$ cat src/rtl/vend_timer_pkg.sv
// Shared types and constants for the vending session timer and the vending FSM.
// Holds the session state encoding, default timing constants and a BCD helper.
package vend_timer_pkg;

    localparam int unsigned TIMEOUT_S_DEFAULT = 30;
    localparam int unsigned WARN_S_DEFAULT    = 5;

    typedef logic [1:0] vst_state_t;

    localparam vst_state_t ST_IDLE    = 2'd0;
    localparam vst_state_t ST_RUN     = 2'd1;
    localparam vst_state_t ST_EXPIRED = 2'd2;

    // Two-digit BCD; callers guarantee val <= 99.
    function automatic logic [7:0] to_bcd8(input int unsigned val);
        logic [3:0] tens;
        logic [3:0] ones;
        tens = 4'((val / 10) % 10);
        ones = 4'(val % 10);
        return {tens, ones};
    endfunction

endpackage

$ cat src/rtl/rise_edge_detect.sv
// Two-flop level sampler with a one-cycle rising-edge pulse.
// RESET_VAL sets both flops at reset, so a level already at that value gives no pulse.
module rise_edge_detect #(
    parameter logic RESET_VAL = 1'b1
) (
    input  logic clk_i,
    input  logic reset_ni,
    input  logic level_i,
    output logic rise_o
);

    logic s0_q;
    logic s1_q;

    always_ff @(posedge clk_i or negedge reset_ni) begin
        if (!reset_ni) begin
            s0_q <= RESET_VAL;
            s1_q <= RESET_VAL;
        end else begin
            s0_q <= level_i;
            s1_q <= s0_q;
        end
    end

    assign rise_o = s0_q & ~s1_q;

endmodule

$ cat src/rtl/vend_session_timer.sv
// Customer-session countdown timer driven by 1 s ticks derived from the divider's clk1hz.
// Define VST_BCD_OUT_EN to add the registered secs_bcd_o output.
module vend_session_timer
    import vend_timer_pkg::*;
#(
    parameter int unsigned TIMEOUT_S = TIMEOUT_S_DEFAULT,
    parameter int unsigned WARN_S    = WARN_S_DEFAULT,
    parameter int unsigned CNT_W     = 6
) (
    input  logic             clk_i,
    input  logic             reset_ni,
    input  logic             clk1hz_i,
    input  logic             start_i,
    input  logic             kick_i,
    input  logic             cancel_i,
    output logic             busy_o,
    output logic             warn_o,
    output logic             timeout_o,
    output logic [CNT_W-1:0] secs_left_o
`ifdef VST_BCD_OUT_EN
    ,
    output logic [7:0]       secs_bcd_o
`endif
);

    localparam int unsigned      CNT_MAX    = (1 << CNT_W) - 1;
    localparam logic [CNT_W-1:0] TIMEOUT_LD = CNT_W'(TIMEOUT_S);
    localparam logic [CNT_W-1:0] WARN_LV    = CNT_W'(WARN_S);
    localparam logic             WARN_EN    = (WARN_S != 0);

    generate
        if (TIMEOUT_S == 0 || TIMEOUT_S > CNT_MAX || WARN_S >= TIMEOUT_S) begin : g_bad_param
            $error("vend_session_timer: illegal TIMEOUT_S/WARN_S/CNT_W combination");
        end
    endgenerate

    logic             tick;
    vst_state_t       state_q;
    vst_state_t       state_d;
    logic [CNT_W-1:0] secs_q;
    logic [CNT_W-1:0] secs_d;

    rise_edge_detect #(
        .RESET_VAL (1'b1)
    ) u_tick (
        .clk_i    (clk_i),
        .reset_ni (reset_ni),
        .level_i  (clk1hz_i),
        .rise_o   (tick)
    );

    always_comb begin
        state_d = state_q;
        secs_d  = secs_q;
        case (state_q)
            ST_IDLE: begin
                if (start_i) begin
                    state_d = ST_RUN;
                    secs_d  = TIMEOUT_LD;
                end
            end
            ST_RUN: begin
                if (cancel_i) begin
                    state_d = ST_IDLE;
                    secs_d  = '0;
                end else if (kick_i || start_i) begin
                    // Reload wins over a coincident tick, which is simply dropped.
                    secs_d = TIMEOUT_LD;
                end else if (tick) begin
                    if (secs_q == CNT_W'(1)) begin
                        state_d = ST_EXPIRED;
                        secs_d  = '0;
                    end else if (secs_q >= CNT_W'(2)) begin
                        secs_d = secs_q - CNT_W'(1);
                    end
                end
            end
            ST_EXPIRED: begin
                state_d = ST_IDLE;
                secs_d  = '0;
            end
            default: begin
                state_d = ST_IDLE;
                secs_d  = '0;
            end
        endcase
    end

    always_ff @(posedge clk_i or negedge reset_ni) begin
        if (!reset_ni) begin
            state_q <= ST_IDLE;
            secs_q  <= '0;
        end else begin
            state_q <= state_d;
            secs_q  <= secs_d;
        end
    end

    assign busy_o      = (state_q == ST_RUN);
    assign warn_o      = busy_o && WARN_EN && (secs_q <= WARN_LV);
    assign timeout_o   = (state_q == ST_EXPIRED);
    assign secs_left_o = secs_q;

`ifdef VST_BCD_OUT_EN
    generate
        if (TIMEOUT_S > 99) begin : g_bad_bcd
            $error("vend_session_timer: TIMEOUT_S must be <= 99 with BCD output");
        end
    endgenerate

    logic [7:0] secs_bcd_q;

    always_ff @(posedge clk_i or negedge reset_ni) begin
        if (!reset_ni) begin
            secs_bcd_q <= 8'h00;
        end else begin
            secs_bcd_q <= to_bcd8(32'(secs_q));
        end
    end

    assign secs_bcd_o = secs_bcd_q;
`endif

endmodule
$ cat config.mk
export PLATFORM = sky130hd
export DESIGN_NAME = vend_session_timer
export DESIGN_NICKNAME = d
export VERILOG_FILES = /design/src/rtl/vend_timer_pkg.sv /design/src/rtl/rise_edge_detect.sv /design/src/rtl/vend_session_timer.sv
export SDC_FILE = /design/constraint.sdc
export NUM_CORES = 1
export LEC_CHECK = 0
export ABC_AREA = 1
export ABC_CLOCK_PERIOD_IN_PS = 1400
export BUFFER_PORTS_ARGS = -buffer_cell sky130_fd_sc_hd__buf_2
export CORE_UTILIZATION = 50
export CTS_BUF_LIST = sky130_fd_sc_hd__clkbuf_2 sky130_fd_sc_hd__clkbuf_4 sky130_fd_sc_hd__clkbuf_8
export CTS_CLUSTER_SIZE = 12
export DETAILED_ROUTE_END_ITERATION = 10
export HOLD_SLACK_MARGIN = 0.08
export PLACE_DENSITY = 0.82
export SKIP_CTS_REPAIR_TIMING = 1
export SLEW_MARGIN = 5
export SYNTH_ARGS = -nofsm -noshare
export SYNTH_HDL_FRONTEND = slang
export SYNTH_SLANG_ARGS = --single-unit
$ cat constraint.sdc
create_clock -name clk_i -period 1.4 [get_ports clk_i]
set_input_delay 0.35 -clock clk_i [delete_from_list [all_inputs] [get_ports clk_i]]
set_output_delay 0.35 -clock clk_i [all_outputs]
set_load 0.005 [all_outputs]
Word level (Yosys, flattened, before mapping)
Cells that the tools add are included.

Register bits: 10. Input port bits: 6. Output and inout port bits: 9.

Add/sub/neg operators: 1. Order comparisons: 2. Equal/unequal tests: 9. Muxes and demuxes: 13. Bitwise operators: 2. Reductions and logical operators: 5.

Operators by type and width (number): 2-to-1 mux 6 bit (6); case mux 6 bit (2 select lines) (1); 2-to-1 mux 2 bit (5); == test 6 x 1 -> 1 bit (second input constant) (1); >= comparator 6 x 2 -> 1 bit (second input constant) (1); <= comparator 6 x 3 -> 1 bit (second input constant) (1); != test 3 x 2 -> 1 bit (second input constant) (2); subtractor 6 x 1 -> 6 bit (second input constant) (1); != test 5 x 2 -> 1 bit (second input constant) (1); != test 4 x 2 -> 1 bit (second input constant) (1); case mux 2 bit (2 select lines) (1); AND reduction 4 bit (1); != test 3 bit (second input constant) (1); AND reduction 3 bit (1); == test 2 x 1 -> 1 bit (second input constant) (1); == test 2 bit (second input constant) (1); zero test 2 bit (1); != test 2 bit (second input constant) (1); bitwise AND 1 bit (1); logical AND 1 bit (1); logical OR 1 bit (1); NOT 1 bit (1).

Depth between registers and ports, before layout
Word-level depth: 7. Depth in mapped cells: 11. Mapped depth without buffers: 11.

By module
Synthesis repeated with hierarchy kept, for this count alone.

Cells, all modules: 97. Area, all modules: 705.7 µm².

Modules (own cells, without submodules): vend_session_timer (times used 1, cells an instance 93, area an instance 643.1 µm², sequential area each 200.2 µm²); rise_edge_detect (times used 1, cells an instance 4, area an instance 62.6 µm², sequential area each 52.6 µm²).

Worst setup path after synthesis
Ideal clock, no wire load.

Kind: register to register. Start point: register secs_q[0], in the netlist secs_left_o[0]. End point: register secs_q[4], in the netlist secs_left_o[4]. Arrival: 1.343 ns. Data required time: 1.283 ns. Path slack: -0.060 ns. Cell stages (with the launch flop): 10. Path buffers: 0. Clock period less this slack: 1.460 ns. Cells stage by stage: dfrtp_1 > inv_1 > ha_1 > or2_1 > nor2_2 > nand3_2 > nand2_4 > nand2_4 > nand2_1 > nand2_1.

Cells in the longest elaborated chain, start to end: 7. Elaborated cells on any way between the ends: 11.

RTL lines: start, declared (RTL line vend_session_timer.sv:40) `logic [CNT_W-1:0] secs_q;`; start signal, assigned (RTL line vend_session_timer.sv:95) `secs_q <= secs_d;`; subtractor 6 x 1 -> 6 bit (RTL line vend_session_timer.sv:74) `secs_d = secs_q - CNT_W'(1);`; 2-to-1 mux 6 bit (RTL line vend_session_timer.sv:73) `end else if (secs_q >= CNT_W'(2)) begin`; 2-to-1 mux 6 bit (RTL line vend_session_timer.sv:70) `if (secs_q == CNT_W'(1)) begin`; 2-to-1 mux 6 bit (RTL line vend_session_timer.sv:69) `end else if (tick) begin`; 2-to-1 mux 6 bit (RTL line vend_session_timer.sv:66) `end else if (kick_i || start_i) begin`; 2-to-1 mux 6 bit (RTL line vend_session_timer.sv:63) `if (cancel_i) begin`; case mux 6 bit (2 select lines) (RTL line vend_session_timer.sv:55) `case (state_q)`.

Several ways; a longest one is shown, not always the timed one. The select of a mux whose other input is x is not followed. A chain may end at the register's enable or synchronous reset.

Final worst setup path
Start point: register secs_q[1], in the netlist secs_left_o[1]. End point: output port warn_o.

Cells in the longest elaborated chain, start to end: 2.

RTL lines: <= comparator 6 x 3 -> 1 bit (RTL line vend_session_timer.sv:100) `assign warn_o = busy_o && WARN_EN && (secs_q <= WARN_LV);`; logical AND 1 bit (RTL line vend_session_timer.sv:100); end, declared (RTL line vend_session_timer.sv:17) `output logic warn_o,`.

Every way passes these cells.

==> flow_metrics.tcl <==
set metrics [dict create \
    worst_slew_pin_slew_ns 0.417 \
    fmax_mhz 526 \
    synth-adder-area-share 0.0520 \
    first_global_vias 604 \
    hp-start "clk1hz_i" \
    syn_area_um2 722 \
    finalPower_w 0.00202 \
    slew_violations 0 \
    synth_area_per_cell_um2 7.85 \
    nets 136 \
    status "finished, violations left" \
    htreeDepth 1 \
    r2r_end "secs_left_o[2]" \
    synth_xor_area_frac 0.0243 \
    ys_seq_area_frac 0.350 \
    r2r_setup_slack_ns -0.16 \
    dp_slack_ns -0.0984 \
    synth_edf_count 0 \
    cap_violations 0 \
    hold_path_depth 1 \
    yosysMostFrequentCell "nand2_1" \
    finalHoldViolCount 0 \
    worstHoldEndpoint "u_tick.s0_q" \
    area_growth_syn_to_layout_pct 41.4 \
    async_flop_share 1.00 \
    clkLatencyLatePin_ns 0.27 \
    wl_per_cell_um 13.4 \
    overflow 0 \
    grt.total_usage 0.254 \
    drc_errors 0 \
    rsz0062_at_grt "yes" \
    drive_gt1_frac 0.524 \
    detail_route.first_pass.iterations 4 \
    core_area_um2 1320 \
    required_ns 1.05 \
    finalSetupTns_ns -1.42 \
    dp_hpwl_mm 1.32 \
    drt_iter0_markers 26 \
    min_period_over_period 1.36 \
    rows 13 \
    synth_top_flop_cell "dfrtp_1" \
    synth_compound_area_frac 0.0745 \
    r2r_cells 9 \
    syn-num-nets 101 \
    crit_type "reg2out" \
    post-route-min-period_ns 1.90 \
    cts_tree "built" \
    synth_mux_area_frac 0 \
    via_per_inst 5.30 \
    critical_path_arrival_ns 1.55 \
    ys_top_cells_by_count "nand2_1, nand3_1, dfrtp_1, inv_1, nor2_1" \
    dpl.cell_count 130 \
    synth_top_family_by_area "simple AND/OR/NAND/NOR gates" \
    pin_count 15 \
    leakage_nw 0.524 \
    antenna_found_initial 0 \
    synthDominantAreaCellType "dfrtp_1" \
    totalWireLength_mm 1.90 \
    cts_buffer_depth 2 \
    setup_slack_ns -0.500 \
    slew_headroom 0.722 \
    yosysTopAreaCellShare 0.277 \
    layoutNonFillerInstCount 141 \
    reg2reg_from "secs_left_o[1]" \
    startpoint_type "flip-flop" \
    ys.warnings.count 0 \
    grt_pass1_wl_mm 2.59 \
    synth-simple-area-share 0.447 \
    grt_max_degree 11 \
    synth_cell_type_count 25 \
    die-area_um2 1600 \
    chipHeight_um 40 \
    ys_ff_latch 10 \
    netlist_instances 92 \
    vias 747 \
    holdWs_ns 0.188 \
    min_path_type "in2reg" \
    port-buffer-count 14 \
    setup_violations 8 \
    cts_buffers 3 \
    diodes 0 \
    path_max_fanout 4 \
    clk_pin_slew_worst_paths_ns 0.07 \
    ir_worst_vdd_v 0.00119 \
    place_congestion 0.896 \
    timing.clock.skew_ns 0.00940 \
    end_kind "output pin" \
    fillers 91 \
    die_x_um 40 \
    ant_nets 0 \
    powerDensity_nw_per_um2 1980 \
    cts_root_buf "clkbuf_4" \
    cts.sinks 10 \
    violations "negative setup slack" \
    synth_area_leaders "dfrtp_1, nand2_1, dfstp_2" \
    start_util 0.548 \
]
==> metrics by stage <==
stage               instance area (um^2)  utilization
finish                              1020        0.775
global route                        1020        0.775
detailed placement                   881        0.669
CTS                                  917        0.696
floorplan                            724            -
global placement                     881        0.669
==> sequential cells by signal, summed over array words and instances (netlist names) <==
| register | cells |
|---|---|
| u_tick.s1_q | 1 |
| u_tick.s0_q | 1 |
| secs_left_o | 6 |
| state_q | 2 |
==> how the worst max path moves through the flow <==
stage                     slack (ns)      to      startpoint  depth (start not counted)
after CTS                      -0.40  warn_o  secs_left_o[1]                          7
after global routing           -0.55  warn_o  secs_left_o[1]                          7
after detailed placement        -0.1  warn_o  secs_left_o[1]                          7
after floorplan                -0.01  warn_o  secs_left_o[0]                          6
after global placement         -0.02  warn_o  secs_left_o[1]                          7
final                          -0.50  warn_o  secs_left_o[1]                          7
==> cells in the final DEF, fill, tap and decap left out, types with 2 or more instances in the layout <==
cell type and count:
buf_2 14, buf_4 14, clkbuf_4 3, dfrtp_1 8, dfstp_2 2, ha_2 2, inv_1 4, inv_2 6
nand2_1 22, nand2_2 7, nand2_4 3, nand3_1 10, nand3_2 2, nor2_1 6, nor2_2 4, nor2_4 2
o21ai_2 2, xor2_1 2
==> cell type report <==
cell class	instances	area, um^2	share of cell area
Clock buffer	4	36.3	0.0355
Inverter	10	37.5	0.0368
Multi-Input combinational cell	72	470	0.461
Sequential cell	10	253	0.248
Tap cell	15	18.8	0.0184
Timing Repair Buffer	30	205	0.201
==> critical path, stage by stage, from the launching register on <==
cell	delay, ns
dfrtp_1	0.42
inv_2	0.10
ha_4	0.13
inv_2	0.03
nand2_2	0.06
o21ai_2	0.05
nor4_1	0.30
buf_2	0.18
==> cell families (layout without fill, tap and decap cells) <==
| kind of cell | after synthesis | after routing |
|---|---|---|
| AOI/OAI and AO/OA | 7 | 7 |
| xor gates and xnor gates | 2 | 2 |
| adders and majority gates | 3 | 3 |
| buffers and inverters | 10 | 44 |
| DFF | 10 | 10 |
| and+or+nand+nor | 60 | 60 |
==> per-layer routing <==
metal,vias to the layer above,global-route usage,routed length (um)
met5,-,0,0
met3,6,0.0333,99
met4,0,0.103,31
li1,364,-,-
met2,36,0.431,974
met1,341,0.320,789
==> where the power goes <==
group	leakage, nW	total, W	internal, W	switching [W]
clock	0.0210	0.000260	0.000158	0.000103
sequential	0.120	0.000498	0.000376	0.000122
combinational	0.383	0.00126	0.000602	0.000661
Power figures use the tool's default switching activity.
